==> src/rtl/mac4_pkg.sv <==
// Shared types and constants for the 4-lane MAC dot-product controller.
// Latency: n/a (declarations only).
// Backpressure: n/a.
package mac4_pkg;
   typedef enum logic [1:0] {
      ST_IDLE  = 2'd0,
      ST_ISSUE = 2'd1,
      ST_DRAIN = 2'd2,
      ST_DONE  = 2'd3
   } state_t;

   localparam int MAC_LAT = 4;
   localparam int MAC_C_W = 18;
endpackage

==> src/rtl/mac4_dot_ctrl_if.sv <==
// Job control, operand-buffer read and MAC return signals of the dot-product controller.
// Latency: n/a (wiring only).
// Backpressure: stall is carried from the host to the controller.
interface mac4_dot_ctrl_if
   import mac4_pkg::*;
#(
   parameter int ADDR_W = 8,
   parameter int ACC_W  = 32
);
   logic               start;
   logic [ADDR_W-1:0]  num_chunks;
   logic               stall;
   logic               rd_en;
   logic [ADDR_W-1:0]  rd_addr;
   logic               mac_valid_in;
   logic [MAC_C_W-1:0] mac_c_out;
   logic               mac_valid_out;
   logic               busy;
   logic               done;
   logic [ACC_W-1:0]   result;
   logic               ovf;

   modport master (
      output start, num_chunks, stall, mac_c_out, mac_valid_out,
      input  rd_en, rd_addr, mac_valid_in, busy, done, result, ovf
   );

   modport slave (
      input  start, num_chunks, stall, mac_c_out, mac_valid_out,
      output rd_en, rd_addr, mac_valid_in, busy, done, result, ovf
   );
endinterface

==> src/rtl/mac4_acc.sv <==
// Signed wrapping accumulator with a sticky overflow flag.
// Latency: next-state outputs are combinational, state updates on the next edge.
// Backpressure: none; add_en is taken every cycle it is high.
module mac4_acc
   import mac4_pkg::*;
#(
   parameter int ACC_W = 32
) (
   input  logic               clk,
   input  logic               rst_n,
   input  logic               clr,
   input  logic               add_en,
   input  logic [MAC_C_W-1:0] addend,
   output logic [ACC_W-1:0]   acc_nxt,
   output logic               ovf_nxt
);
   logic signed [MAC_C_W-1:0] addend_s;
   logic signed [ACC_W-1:0]   ext;
   logic signed [ACC_W-1:0]   sum;
   logic [ACC_W-1:0]          acc_q;
   logic                      ovf_q;
   logic                      add_ovf;

   assign addend_s = addend;
   assign ext      = ACC_W'(addend_s);
   assign sum      = $signed(acc_q) + ext;
   // Overflow only when both operands share a sign the sum does not.
   assign add_ovf  = (acc_q[ACC_W-1] == ext[ACC_W-1]) && (sum[ACC_W-1] != acc_q[ACC_W-1]);

   always_comb begin
      acc_nxt = acc_q;
      ovf_nxt = ovf_q;
      if (clr) begin
         acc_nxt = '0;
         ovf_nxt = 1'b0;
      end else if (add_en) begin
         acc_nxt = sum;
         ovf_nxt = ovf_q | add_ovf;
      end
   end

   always_ff @(posedge clk or negedge rst_n) begin
      if (!rst_n) begin
         acc_q <= '0;
         ovf_q <= 1'b0;
      end else begin
         acc_q <= acc_nxt;
         ovf_q <= ovf_nxt;
      end
   end
endmodule

==> src/rtl/mac4_dot_ctrl.sv <==
// Issues N chunk reads to the operand buffer and sums the 4-lane MAC returns.
// Latency: N+6 cycles from start to done without stall (buffer 1, MAC 4).
// Backpressure: stall pauses read issue only; in-flight returns are still summed.
module mac4_dot_ctrl
   import mac4_pkg::*;
#(
   parameter int ADDR_W = 8,
   parameter int ACC_W  = 32
) (
   input  logic            clk,
   input  logic            rst_n,
   mac4_dot_ctrl_if.slave  bus
);
   state_t            state;
   logic [ADDR_W-1:0] n_q;
   logic [ADDR_W-1:0] iss_cnt;
   logic [ADDR_W-1:0] ret_cnt;
   logic              acc_clr;
   logic              acc_add;
   logic [ACC_W-1:0]  acc_nxt;
   logic              ovf_nxt;

   // Returns only count while a job is live, so stale ones after reset are dropped.
   assign acc_add = ((state == ST_ISSUE) || (state == ST_DRAIN)) && bus.mac_valid_out;
   assign acc_clr = (state == ST_IDLE) && bus.start;

   mac4_acc #(.ACC_W(ACC_W)) u_acc (
      .clk     (clk),
      .rst_n   (rst_n),
      .clr     (acc_clr),
      .add_en  (acc_add),
      .addend  (bus.mac_c_out),
      .acc_nxt (acc_nxt),
      .ovf_nxt (ovf_nxt)
   );

   always_ff @(posedge clk or negedge rst_n) begin
      if (!rst_n) begin
         state            <= ST_IDLE;
         n_q              <= '0;
         iss_cnt          <= '0;
         ret_cnt          <= '0;
         bus.rd_en        <= 1'b0;
         bus.rd_addr      <= '0;
         bus.mac_valid_in <= 1'b0;
         bus.busy         <= 1'b0;
         bus.done         <= 1'b0;
         bus.result       <= '0;
         bus.ovf          <= 1'b0;
      end else begin
         bus.rd_en        <= 1'b0;
         bus.done         <= 1'b0;
         bus.mac_valid_in <= bus.rd_en;
         if (acc_add) begin
            ret_cnt <= ret_cnt + ADDR_W'(1);
         end
         case (state)
            ST_IDLE: begin
               if (bus.start) begin
                  iss_cnt    <= '0;
                  ret_cnt    <= '0;
                  bus.result <= '0;
                  bus.ovf    <= 1'b0;
                  if (bus.num_chunks == '0) begin
                     state    <= ST_DONE;
                     bus.done <= 1'b1;
                  end else begin
                     n_q      <= bus.num_chunks;
                     state    <= ST_ISSUE;
                     bus.busy <= 1'b1;
                  end
               end
            end
            ST_ISSUE: begin
               if (!bus.stall) begin
                  bus.rd_en   <= 1'b1;
                  bus.rd_addr <= iss_cnt;
                  iss_cnt     <= iss_cnt + ADDR_W'(1);
                  if (iss_cnt == n_q - ADDR_W'(1)) begin
                     state <= ST_DRAIN;
                  end
               end
            end
            ST_DRAIN: begin
               // Capture the sum including the final return landing on this edge.
               if (acc_add && (ret_cnt + ADDR_W'(1) == n_q)) begin
                  state      <= ST_DONE;
                  bus.done   <= 1'b1;
                  bus.busy   <= 1'b0;
                  bus.result <= acc_nxt;
                  bus.ovf    <= ovf_nxt;
               end
            end
            default: begin
               state <= ST_IDLE;
            end
         endcase
      end
   end
endmodule

==> src/flat_wrapper.sv <==
// flat-port wrapper written by rule: the top's interface ports become plain ports
module mac4_dot_ctrl_flat import mac4_pkg::*;
#(
   parameter int ADDR_W = 8,
   parameter int ACC_W  = 32
)
  (clk, rst_n, bus_start, bus_num_chunks, bus_stall, bus_mac_c_out, bus_mac_valid_out, bus_rd_en, bus_rd_addr, bus_mac_valid_in, bus_busy, bus_done, bus_result, bus_ovf);
  mac4_dot_ctrl_if #(.ADDR_W(ADDR_W), .ACC_W(ACC_W)) bus_i ();
  input  logic clk;
  input  logic rst_n;
  input wire logic [$bits(bus_i.start)-1:0] bus_start;
  input wire logic [$bits(bus_i.num_chunks)-1:0] bus_num_chunks;
  input wire logic [$bits(bus_i.stall)-1:0] bus_stall;
  input wire logic [$bits(bus_i.mac_c_out)-1:0] bus_mac_c_out;
  input wire logic [$bits(bus_i.mac_valid_out)-1:0] bus_mac_valid_out;
  output wire logic [$bits(bus_i.rd_en)-1:0] bus_rd_en;
  output wire logic [$bits(bus_i.rd_addr)-1:0] bus_rd_addr;
  output wire logic [$bits(bus_i.mac_valid_in)-1:0] bus_mac_valid_in;
  output wire logic [$bits(bus_i.busy)-1:0] bus_busy;
  output wire logic [$bits(bus_i.done)-1:0] bus_done;
  output wire logic [$bits(bus_i.result)-1:0] bus_result;
  output wire logic [$bits(bus_i.ovf)-1:0] bus_ovf;
  assign bus_i.start = bus_start;
  assign bus_i.num_chunks = bus_num_chunks;
  assign bus_i.stall = bus_stall;
  assign bus_i.mac_c_out = bus_mac_c_out;
  assign bus_i.mac_valid_out = bus_mac_valid_out;
  assign bus_rd_en = bus_i.rd_en;
  assign bus_rd_addr = bus_i.rd_addr;
  assign bus_mac_valid_in = bus_i.mac_valid_in;
  assign bus_busy = bus_i.busy;
  assign bus_done = bus_i.done;
  assign bus_result = bus_i.result;
  assign bus_ovf = bus_i.ovf;
  mac4_dot_ctrl #(.ADDR_W(ADDR_W), .ACC_W(ACC_W)) u_core (.clk(clk), .rst_n(rst_n), .bus(bus_i));
endmodule
==> config.mk <==
export PLATFORM = sky130hd
export DESIGN_NAME = mac4_dot_ctrl_flat
export DESIGN_NICKNAME = d
export VERILOG_FILES = /design/src/rtl/mac4_pkg.sv /design/src/rtl/mac4_dot_ctrl_if.sv /design/src/rtl/mac4_acc.sv /design/src/rtl/mac4_dot_ctrl.sv /design/src/flat_wrapper.sv
export SDC_FILE = /design/constraint.sdc
export NUM_CORES = 1
export LEC_CHECK = 0
export CAP_MARGIN = 20
export CORE_UTILIZATION = 35
export DETAILED_ROUTE_END_ITERATION = 8
export PLACE_DENSITY = 0.58
export SLEW_MARGIN = 25
export SYNTH_ARGS = -nofsm -noshare
export SYNTH_HDL_FRONTEND = slang
export SYNTH_SLANG_ARGS = --single-unit
==> constraint.sdc <==
create_clock -name clk -period 4 [get_ports clk]
set_input_delay 0.6 -clock clk [delete_from_list [all_inputs] [get_ports clk]]
set_output_delay 0.6 -clock clk [all_outputs]
set_load 0.01 [all_outputs]
==> flow_summary.toml, run 1 <==
[global_route]
grt_start_max_net_pins = 68
grt_remaining_overflow = 0
first_global_vias = 5493
grt_pass1_wl_um = 28200
grt.total_usage_pct = 19.1
grt_antenna_before_repair = 0

[synthesis]
synthesis.nets = 781
syn_area_um2 = 6470
syn_inst = 711
count_of_unique_library_cells_instantiated_by_yosys = 67
post-synth-top-area-fraction_pct = 40.2
yosysWarningCount = 0
synthTopCellsByArea = "dfrtp_1 (40%), ha_1 (7.4%), nand2_1 (5.9%)"
post-synth-top-area-cell = "dfrtp_1"
postSynth.asyncResetShare_pct = 100
synth-edff-count = 0
synth_sequential_area_ratio_pct = 40.2
synth_seq_cells = 104
synth_top_flop_cell = "dfrtp_1"
syn_area_per_cell_um2 = 9.10

[routing]
drt-pass1-iter-count = 4
drc_errors = 0
via_per_inst = 5.36
route.vias.total = 5393
post_drt_wl_per_cell_um = 16.9
antenna_violating_nets_post_route = 0
drt_first_iter_violations = 313
wirelength_um = 17000

[setup_path]
setup.worst_path.class = "input pin to flop"
crit_path_start_kind = "input pin"
path_max_fanout = 7
critPathArrivalTime_ps = 3650
r2r_cells = 10
crit_end = "u_core.bus.result[31]"
critical_path_required_ps = 4230
setup.worst_path.start = "bus_mac_c_out[17]"
r2r_endpoint = "u_core.bus.result[31]"
setup.reg_to_reg.worst_slack_ps = 890
crit-reg2reg-launch = "u_core.u_acc.acc_q[4]"
end_kind = "flop"

[final_layout]
layout.cells.most_common = "dfrtp_1"
multi_input_comb_area_um2 = 3640
layout_common_cells = "dfrtp_1 (104), nand2_1 (102), clkdlybuf4s50_1 (74), a21oi_1 (58), nor2_1 (56)"
utilization_pct = 43.1
area_growth_syn_to_layout_pct = 20.0
fin_nets = 843
antenna_cells_inserted = 0
area.sequential_um2 = 2600
fill_cells = 1781
drive_above_1_share_pct = 7.33

[die]
io_pins = 76
total_die_area_um2 = 19000
floorplan.core_area_um2 = 18000
die_w_um = 138
initial_utilization_pct = 35.9
die-height_um = 138
placement_rows = 49

[clocking]
htree_num_levels = 3
cts_post_setup_buffers_inserted = 0
clkLatencyLatePin_ps = 360
worst_case_clock_buffer_depth = 2
cts-root-buf = "clkbuf_16"
tritoncts = "yes"
cts_buffers = 9
cts_resized = 0
clk_pin_slew_ps = 80
clkSinkCount = 104
cts_hold_buffers = 0

[timing]
finalHoldViolCount = 0
worstMarginPinSlew_ps = 897
setup_repair_after_global_routing_missed_its_margin = "no"
setup_total_negative_slack_ps = 0
slew_violations = 0
slew_headroom_pct = 40.2
fin_skew_ps = 15.8
final_min_period_over_clock_period_pct = 85.4
maxClockFrequency_mhz = 293
period_minus_slack_ps = 3420
setup_viol = 0

[pwr]
total_leakage_power_nw = 3.54
power_density_nw_per_um2 = 652
ir_worst_vdd_uv = 276

[place]
gp_routability_congestion = 0.867
dp_hpwl_um = 12600
port_buffers = 75

[run_status]
status = "finished clean"

[flow_run]
maxCapViolations = 0

[hold_path]
worst_hold_path_type = "input pin to async pin"
==> cell families (layout without fill, tap and decap cells) <==
group,Yosys count,in the layout,synth area share (%)
DFF,104,104,40.2
muxes,24,24,3.97
AOI/OAI and AO/OA,188,188,19.4
and+or+nand+nor,247,247,17.8
adders and majority gates,39,39,7.66
buffers and inverters,56,123,3.56
xor gates and xnor gates,53,53,7.39
==> worst max-delay path, stage by stage <==
cell and delay, ps:
clkdlybuf4s50_1 590, ha_1 470, a21o_1 240, o41ai_1 510, nor3_2 170, a211oi_4 350
nor4_1 110, a2111oi_0 500, nand2_1 100
==> worst min-delay path by stage <==
stage | from | endpoint | slack, ps | cells past startpoint
5_1_grt | u_core.bus.rd_en | u_core.bus.mac_valid_in | 390 | 0
4_1_cts | u_core.bus.rd_en | u_core.bus.mac_valid_in | 380 | 0
3_3_place_gp | u_core.bus.rd_en | u_core.bus.mac_valid_in | 350 | 0
3_5_place_dp | u_core.bus.rd_en | u_core.bus.mac_valid_in | 360 | 0
2_1_floorplan | rst_n | u_core.bus.busy | 300 | 0
6_report | rst_n | u_core.bus.result[29] | 360 | 1
==> report_power, final <==
group	total, mW	internal, mW	switching (mW)
logic	2.56	1.05	1.51
clock network	0.965	0.504	0.461
registers	1.54	1.30	0.234
==> final cells by class <==
class / count / area share (%)
clock buffer: 9 / 2.90
sequential: 104 / 33.5
tap: 229 / 3.69
inverter: 21 / 1.02
timing repair buffer: 86 / 10.9
multi-input combinational: 551 / 46.8
clock inverter: 7 / 1.19
==> Yosys cell counts, types with 9 or more instances <==
library cell,count
a21o_1,15
a21oi_1,58
a22o_1,20
and3_1,9
clkbuf_1,22
dfrtp_1,104
ha_1,38
inv_1,21
mux2_2,13
mux2i_1,11
nand2_1,102
nand3_1,15
nand4_1,10
nor2_1,56
nor3_1,15
o21ai_0,46
xnor2_1,24
xor2_1,28
==> flip-flops by register name, indices dropped and copies added, names as in the netlist <==
name	count
u_core.iss_cnt	8
u_core.bus.rd_en	1
u_core.u_acc.ovf_q	1
u_core.bus.rd_addr	8
u_core.state	2
u_core.u_acc.acc_q	32
u_core.bus.ovf	1
u_core.bus.busy	1
u_core.bus.result	32
u_core.bus.done	1
u_core.ret_cnt	8
u_core.bus.mac_valid_in	1
u_core.n_q	8
==> routing by layer <==
| metal | GRT usage (%) | vias up | routed length, um |
|---|---|---|---|
| met2 | 31.2 | 105 | 8000 |
| met5 | 0 | - | 0 |
| met1 | 25.1 | 2618 | 8080 |
| li1 | - | 2650 | - |
| met4 | 7.73 | 0 | 340 |
| met3 | 3.14 | 20 | 612 |
==> through the flow <==
stage	hold slack (ps)	setup slack [ps]	instances	power [mW]	area, um^2
6_report	360	584	1007	5.06	7760
5_1_grt	391	340	1007	5.47	7760
3_5_place_dp	357	273	991	4.10	7450
3_3_place_gp	354	336	991	4.06	7450
4_1_cts	377	641	1007	5.09	7760
2_1_floorplan	304	985	711	3.41	6470
Note: power is estimated with default switching activity, not from simulation.
==> run 2: changes to the inputs <==
--- a/config.mk
+++ b/config.mk
@@ -9,6 +9,7 @@
 export CORE_UTILIZATION = 35
 export DETAILED_ROUTE_END_ITERATION = 8
 export PLACE_DENSITY = 0.58
+export SKIP_CTS_REPAIR_TIMING = 1
 export SLEW_MARGIN = 25
 export SYNTH_ARGS = -nofsm -noshare
 export SYNTH_HDL_FRONTEND = slang
==> constraint.sdc (replaced) <==
create_clock -name clk -period 4 [get_ports clk]
set_input_delay 0.6 -clock clk [delete_from_list [all_inputs] [get_ports clk]]
set_output_delay 0.6 -clock clk [all_outputs]
set_load 0.05 [all_outputs]
==> results of run 2 <==
The final DEF is identical to that of run 1. Status: finished clean.
Among the figures that moved: total power 5.06 mW -> 5.20 mW
==> run 3: changes to the inputs <==
--- a/config.mk
+++ b/config.mk
@@ -8,6 +8,7 @@
 export CAP_MARGIN = 20
 export CORE_UTILIZATION = 35
 export DETAILED_ROUTE_END_ITERATION = 8
+export HOLD_SLACK_MARGIN = 0.1
 export PLACE_DENSITY = 0.58
 export SKIP_CTS_REPAIR_TIMING = 1
 export SLEW_MARGIN = 25
==> results of run 3 <==
The final DEF is identical to that of run 1. Status: finished clean.
Among the figures that moved: total power 5.06 mW -> 5.20 mW
